[src/rtl/rv_soc_pkg.sv]
// -----------------------------------------------------------------------------
// rv_soc_pkg
// Shared definitions for the single-cycle RISC-V SoC slice:
//   state_t      - load sequencer states (LOAD / HOLD / RUN)
//   STORE_WORD   - data_mem store size code for a full 32-bit word
//   XLEN         - datapath width
//   word_aligned - true when a byte address points at a word boundary
// -----------------------------------------------------------------------------
package rv_soc_pkg;

   localparam int XLEN = 32;

   localparam logic [2:0] STORE_WORD = 3'b010;

   typedef enum logic [1:0] {
      ST_LOAD = 2'd0,
      ST_HOLD = 2'd1,
      ST_RUN  = 2'd2
   } state_t;

   function automatic logic word_aligned(input logic [XLEN-1:0] addr);
      return (addr[1:0] == 2'b00);
   endfunction

endpackage : rv_soc_pkg

[src/rtl/mem_load_ctrl.sv]
// -----------------------------------------------------------------------------
// mem_load_ctrl
// Boot/load sequencer and data-memory write-port arbiter.
// Holds the CPU in reset while a host streams (address, word) beats into
// data_mem, releases it HOLD_CYCLES edges after the last beat, and lets the
// host re-enter load mode at any time while the CPU runs.
//
// Ports:
//   clk, reset        - clock, asynchronous active-high reset
//   ld_start          - request to re-enter load mode (honoured in RUN only)
//   ld_valid/ld_ready - host beat handshake (ready exactly in LOAD)
//   ld_addr, ld_data  - beat byte address and word
//   ld_last           - final beat of a load
//   cpu_MemWrite, cpu_DataAdr, cpu_WriteData, cpu_MemSel - CPU store port
//   cpu_reset         - reset to riscv_cpu (high in LOAD/HOLD)
//   mem_MemWrite, mem_DataAdr, mem_WriteData, mem_Store  - data_mem port
//   busy              - high in LOAD and HOLD
//   err               - sticky misaligned-beat flag
//   words_loaded      - saturating count of words written since load start
// -----------------------------------------------------------------------------
module mem_load_ctrl
   import rv_soc_pkg::*;
#(
   parameter int HOLD_CYCLES = 4,
   parameter int CNT_W       = 16
) (
   input  logic             clk,
   input  logic             reset,
   input  logic             ld_start,
   input  logic             ld_valid,
   output logic             ld_ready,
   input  logic [XLEN-1:0]  ld_addr,
   input  logic [XLEN-1:0]  ld_data,
   input  logic             ld_last,
   input  logic             cpu_MemWrite,
   input  logic [XLEN-1:0]  cpu_DataAdr,
   input  logic [XLEN-1:0]  cpu_WriteData,
   input  logic [2:0]       cpu_MemSel,
   output logic             cpu_reset,
   output logic             mem_MemWrite,
   output logic [XLEN-1:0]  mem_DataAdr,
   output logic [XLEN-1:0]  mem_WriteData,
   output logic [2:0]       mem_Store,
   output logic             busy,
   output logic             err,
   output logic [CNT_W-1:0] words_loaded
);

   // Hold counter runs 0 .. HOLD_CYCLES-1; RUN is entered on the edge
   // where it has reached the last value.
   localparam int              HC_W    = (HOLD_CYCLES > 1) ? $clog2(HOLD_CYCLES) : 1;
   localparam logic [HC_W-1:0] HC_LAST = HC_W'(HOLD_CYCLES - 1);
   localparam logic [CNT_W-1:0] CNT_MAX = {CNT_W{1'b1}};

   state_t            r_state;
   state_t            w_next_state;
   logic              r_cpu_reset;
   logic [HC_W-1:0]   r_hold_cnt;
   logic              r_pend;
   logic [XLEN-1:0]   r_addr;
   logic [XLEN-1:0]   r_data;
   logic              r_err;
   logic [CNT_W-1:0]  r_words;

   logic              w_accept;
   logic              w_aligned;
   logic              w_hold_done;
   logic              w_restart;

   assign w_accept    = ld_valid && (r_state == ST_LOAD);
   assign w_aligned   = word_aligned(ld_addr);
   assign w_hold_done = (r_state == ST_HOLD) && (r_hold_cnt == HC_LAST);
   assign w_restart   = (r_state == ST_RUN) && ld_start;

   // State register; cpu_reset is a flop of its own so it cannot glitch
   // while the encoded state bits change.
   always_ff @(posedge clk or posedge reset) begin
      if (reset) begin
         r_state     <= ST_LOAD;
         r_cpu_reset <= 1'b1;
      end else begin
         r_state     <= w_next_state;
         r_cpu_reset <= (w_next_state != ST_RUN);
      end
   end

   // Next-state logic.
   always_comb begin
      w_next_state = r_state;
      case (r_state)
         ST_LOAD: begin
            // ld_last ends the load even when the beat itself is dropped.
            if (w_accept && ld_last) begin
               w_next_state = ST_HOLD;
            end else begin
               w_next_state = ST_LOAD;
            end
         end
         ST_HOLD: begin
            if (w_hold_done) begin
               w_next_state = ST_RUN;
            end else begin
               w_next_state = ST_HOLD;
            end
         end
         ST_RUN: begin
            if (ld_start) begin
               w_next_state = ST_LOAD;
            end else begin
               w_next_state = ST_RUN;
            end
         end
         default: begin
            w_next_state = ST_LOAD;
         end
      endcase
   end

   // Hold counter: counts edges spent in HOLD, idle at zero elsewhere.
   always_ff @(posedge clk or posedge reset) begin
      if (reset) begin
         r_hold_cnt <= '0;
      end else if ((r_state == ST_HOLD) && !w_hold_done) begin
         r_hold_cnt <= r_hold_cnt + HC_W'(1);
      end else begin
         r_hold_cnt <= '0;
      end
   end

   // One-deep beat register; pending drains every cycle so a beat is
   // written exactly once, in the cycle after it was accepted.
   always_ff @(posedge clk or posedge reset) begin
      if (reset) begin
         r_pend <= 1'b0;
         r_addr <= '0;
         r_data <= '0;
      end else begin
         r_pend <= w_accept && w_aligned;
         if (w_accept) begin
            r_addr <= ld_addr;
            r_data <= ld_data;
         end else begin
            r_addr <= r_addr;
            r_data <= r_data;
         end
      end
   end

   // Load statistics: sticky misalignment flag and saturating word count,
   // both cleared when a new load is started from RUN.
   always_ff @(posedge clk or posedge reset) begin
      if (reset) begin
         r_err   <= 1'b0;
         r_words <= '0;
      end else if (w_restart) begin
         r_err   <= 1'b0;
         r_words <= '0;
      end else if (w_accept) begin
         if (w_aligned) begin
            if (r_words != CNT_MAX) begin
               r_words <= r_words + CNT_W'(1);
            end else begin
               r_words <= r_words;
            end
         end else begin
            r_err <= 1'b1;
         end
      end else begin
         r_err   <= r_err;
         r_words <= r_words;
      end
   end

   // Output decode and data_mem port mux. In RUN the CPU owns the port
   // combinationally; otherwise only the beat register can write.
   always_comb begin
      ld_ready      = (r_state == ST_LOAD);
      mem_MemWrite  = r_pend;
      mem_DataAdr   = r_addr;
      mem_WriteData = r_data;
      mem_Store     = STORE_WORD;
      if (r_state == ST_RUN) begin
         mem_MemWrite  = cpu_MemWrite;
         mem_DataAdr   = cpu_DataAdr;
         mem_WriteData = cpu_WriteData;
         mem_Store     = cpu_MemSel;
      end else begin
         mem_MemWrite  = r_pend;
         mem_DataAdr   = r_addr;
         mem_WriteData = r_data;
         mem_Store     = STORE_WORD;
      end
   end

   assign cpu_reset    = r_cpu_reset;
   assign busy         = r_cpu_reset;
   assign err          = r_err;
   assign words_loaded = r_words;

endmodule : mem_load_ctrl

[config.mk]
export PLATFORM = sky130hd
export DESIGN_NAME = mem_load_ctrl
export DESIGN_NICKNAME = d
export VERILOG_FILES = /design/src/rtl/rv_soc_pkg.sv /design/src/rtl/mem_load_ctrl.sv
export SDC_FILE = /design/constraint.sdc
export NUM_CORES = 1
export LEC_CHECK = 0
export BUFFER_PORTS_ARGS = -buffer_cell sky130_fd_sc_hd__buf_2
export CORE_MARGIN = 2
export CORE_UTILIZATION = 50
export DETAILED_ROUTE_END_ITERATION = 12
export PLACE_DENSITY = 0.93
export SLEW_MARGIN = 25
export SYNTH_ARGS = -nofsm -noshare
export SYNTH_HDL_FRONTEND = slang
export SYNTH_SLANG_ARGS = --single-unit
[constraint.sdc]
create_clock -name clk -period 4.3 [get_ports clk]
set_input_delay 0.215 -clock clk [delete_from_list [all_inputs] [get_ports clk]]
set_output_delay 0.215 -clock clk [all_outputs]
set_load 0.05 [all_outputs]
==> flow_metrics.tcl <==
set metrics [dict create \
    n_antenna_cell 0 \
    min_period_ns 2.51 \
    hold_viol 0 \
    r2r_start "r_state[1]" \
    post-route-period-util 0.583 \
    core_sq_mm 0.00868 \
    rsz0062_at_grt "no" \
    dr_total_vias 4209 \
    yosys_warnings 0 \
    rows 34 \
    avgSynthCellArea_sq_um 9.39 \
    clockPowerShare 0.134 \
    gr-usage-all-layers 0.235 \
    p_sw_frac 0.518 \
    path_clk_slew_ns 0.09 \
    clockBufferDepth 2 \
    clock_latency_ns 0.33 \
    required_ns 4.09 \
    cts_tree "done" \
    dp_hpwl_um 8960 \
    timing.fmax_mhz 399 \
    final_cell_area_sq_mm 0.00588 \
    timing.max_cap.violations 0 \
    fillers 679 \
    post_synth_num_cell_types 44 \
    p_per_area_mw_per_mm2 784 \
    synth_edf_count 0 \
    grt_max_degree 71 \
    htree_levels 3 \
    synth_area_leaders "dfrtp_1 (48%), nand2_1 (17%), mux2_2 (16%)" \
    dieWidth_um 98.5 \
    die_area_sq_mm 0.00971 \
    drt-total-wl_um 11800 \
    status "completed" \
    r2r_end "words_loaded[14]" \
    synthCells 476 \
    power.switching_mw 2.38 \
    finalPower_mw 4.61 \
    cts_made_buffers 9 \
    yosysTopAreaCell "dfrtp_1" \
    ys_async_sr_fraction 1.00 \
    areaGrowthSynthToFinish_pct 31.5 \
    path_class "reg2out" \
    portBuffers 224 \
    io_pins 225 \
    seqPwrFrac 0.296 \
    drtPass1Iterations 4 \
    syn_nets 615 \
    vias_per_cell 5.24 \
    overflow 0 \
    worstSetupStartpointType "flop" \
    gp_congestion 0.908 \
    synth_top_cell_area_share 0.482 \
    wl_per_cell_um 14.7 \
    antenna_found_initial 1 \
    ys_seq_area_frac 0.487 \
    post-place-cells 786 \
    crit_path_end_kind "output pin" \
    hold_path_depth 3 \
    netlist_area_sq_mm 0.00447 \
    ant_nets 0 \
    intPower_mw 2.22 \
    die_y_um 98.5 \
    fin_skew_ns 0.00919 \
    p_leak_nw 3.28 \
    ir_drop_mv 0.389 \
    setup_viol 0 \
    min_from "ld_addr[3]" \
    min_to "r_addr[3]" \
    drc 0 \
    crit_arrival_ns 2.29 \
    drive_gt1_frac 0.463 \
    clock-sinks 87 \
    drv_slew 0 \
    stdcell_count 803 \
    worst_pin_slew_ns 0.923 \
    relSlewSlack 0.385 \
    hold_path.class "in2reg" \
    ys_seq_elements 87 \
    place_area_sq_mm 0.00565 \
    crit_start "r_state[0]" \
    drtIter0Drc 113 \
    r2r_slack_ns 1.86 \
    pwr-share-comb 0.570 \
    cp_max_fo 70 \
    final.setup.tns_ns 0 \
    r2r_cells 4 \
    yosys_most_used_dff "dfrtp_1" \
    cts.root.buffer_cell "clkbuf_8" \
    grt_pass1_wl_um 18700 \
    nNetsFinal 829 \
    grt_pass1_vias 4145 \
    start_util 0.515 \
]
-- through the flow --
stage / utilization / setup WS (ns) / hold slack (ns)
floorplan: - / 1.84 / 0.320
global placement: 0.650 / 1.74 / 0.291
detailed placement: 0.651 / 1.84 / 0.298
CTS: 0.677 / 1.79 / 0.0412
global route: 0.677 / 1.66 / 0.0492
finish: 0.677 / 1.79 / 0.0573
-- power by group through the flow --
stage / registers, mW / clock network, mW / logic [mW]
after floorplan: 1.39 / 0 / 2.03
after global placement: 1.35 / 0 / 2.56
after detailed placement: 1.37 / 0 / 2.64
after CTS: 1.36 / 0.633 / 2.65
after global routing: 1.40 / 0.664 / 2.79
final: 1.36 / 0.617 / 2.63
-- worst max-delay path, cell delays in order (launching register included) --
cell	delay [ns]
dfrtp_1	0.49
nand2b_4	0.75
mux2_2	0.42
buf_2	0.21
-- worst max path at each step --
stage,slack [ns],endpoint
floorplan,1.84,err
global placement,1.74,words_loaded[2]
detailed placement,1.84,words_loaded[14]
CTS,1.79,mem_WriteData[20]
global route,1.66,words_loaded[14]
finish,1.79,mem_DataAdr[2]
-- cell families (layout without fill, tap and decap cells) --
logic type      count (synthesis)  count (layout)  share of synthesized area
buf+inv                        34             253                     0.0333
mux                            72              72                      0.179
simple gates                  258             258                      0.255
compound gates                 23              23                     0.0392
fa+ha+maj                       2               2                    0.00560
flops                          87              87                      0.487
-- area by class of cell --
class,instances,area (sq um),area share
clock inverter,4,70.1,0.0119
inverter,8,31.3,0.00532
clock buffer,12,145,0.0247
multi-input combinational,355,2150,0.366
sequential,87,2180,0.371
tap,108,135,0.0230
timing repair buffer,229,1170,0.199
-- state kept, by name, indices dropped and copies added (netlist names) --
signal	cells
busy	1
err	1
r_addr	32
r_data	32
r_hold_cnt	2
r_pend	1
r_state	2
words_loaded	16
-- cells in the mapped netlist, drive strengths merged (3+ instances only) --
cell,number
nor2,8
nand4,7
nor3,4
nand3b,3
clkbuf,9
buf,17
nand2,204
and4,3
a21oi,8
mux2i,7
dfrtp,86
nand2b,4
inv,8
nand3,6
mux2,65
nor3b,4
-- metal layers --
metal  up-vias  track usage  share of wire
li1       2005            -              -
met1      1991        0.289           0.40
met2       184        0.417           0.51
met3        27       0.0525          0.077
met4         2       0.0653          0.016
met5         -            0         0.0011
-- repair_timing --
item	in CTS	in global routing
gates resized for setup	0	0
setup buffers	0	0
endpoints found under the hold margin	36	0
hold buffers	1	0
-- layout by cell type (no fill, tap or decap), drive strengths merged, types with 6 or more instances in the layout --
master,n
mux2i,7
a21oi,8
nand4,7
buf,228
clkbuf,12
mux2,65
nand2,204
dfrtp,86
inv,7
nand3,6
nor2,8
No activity file was read; power rests on OpenSTA's default activity.
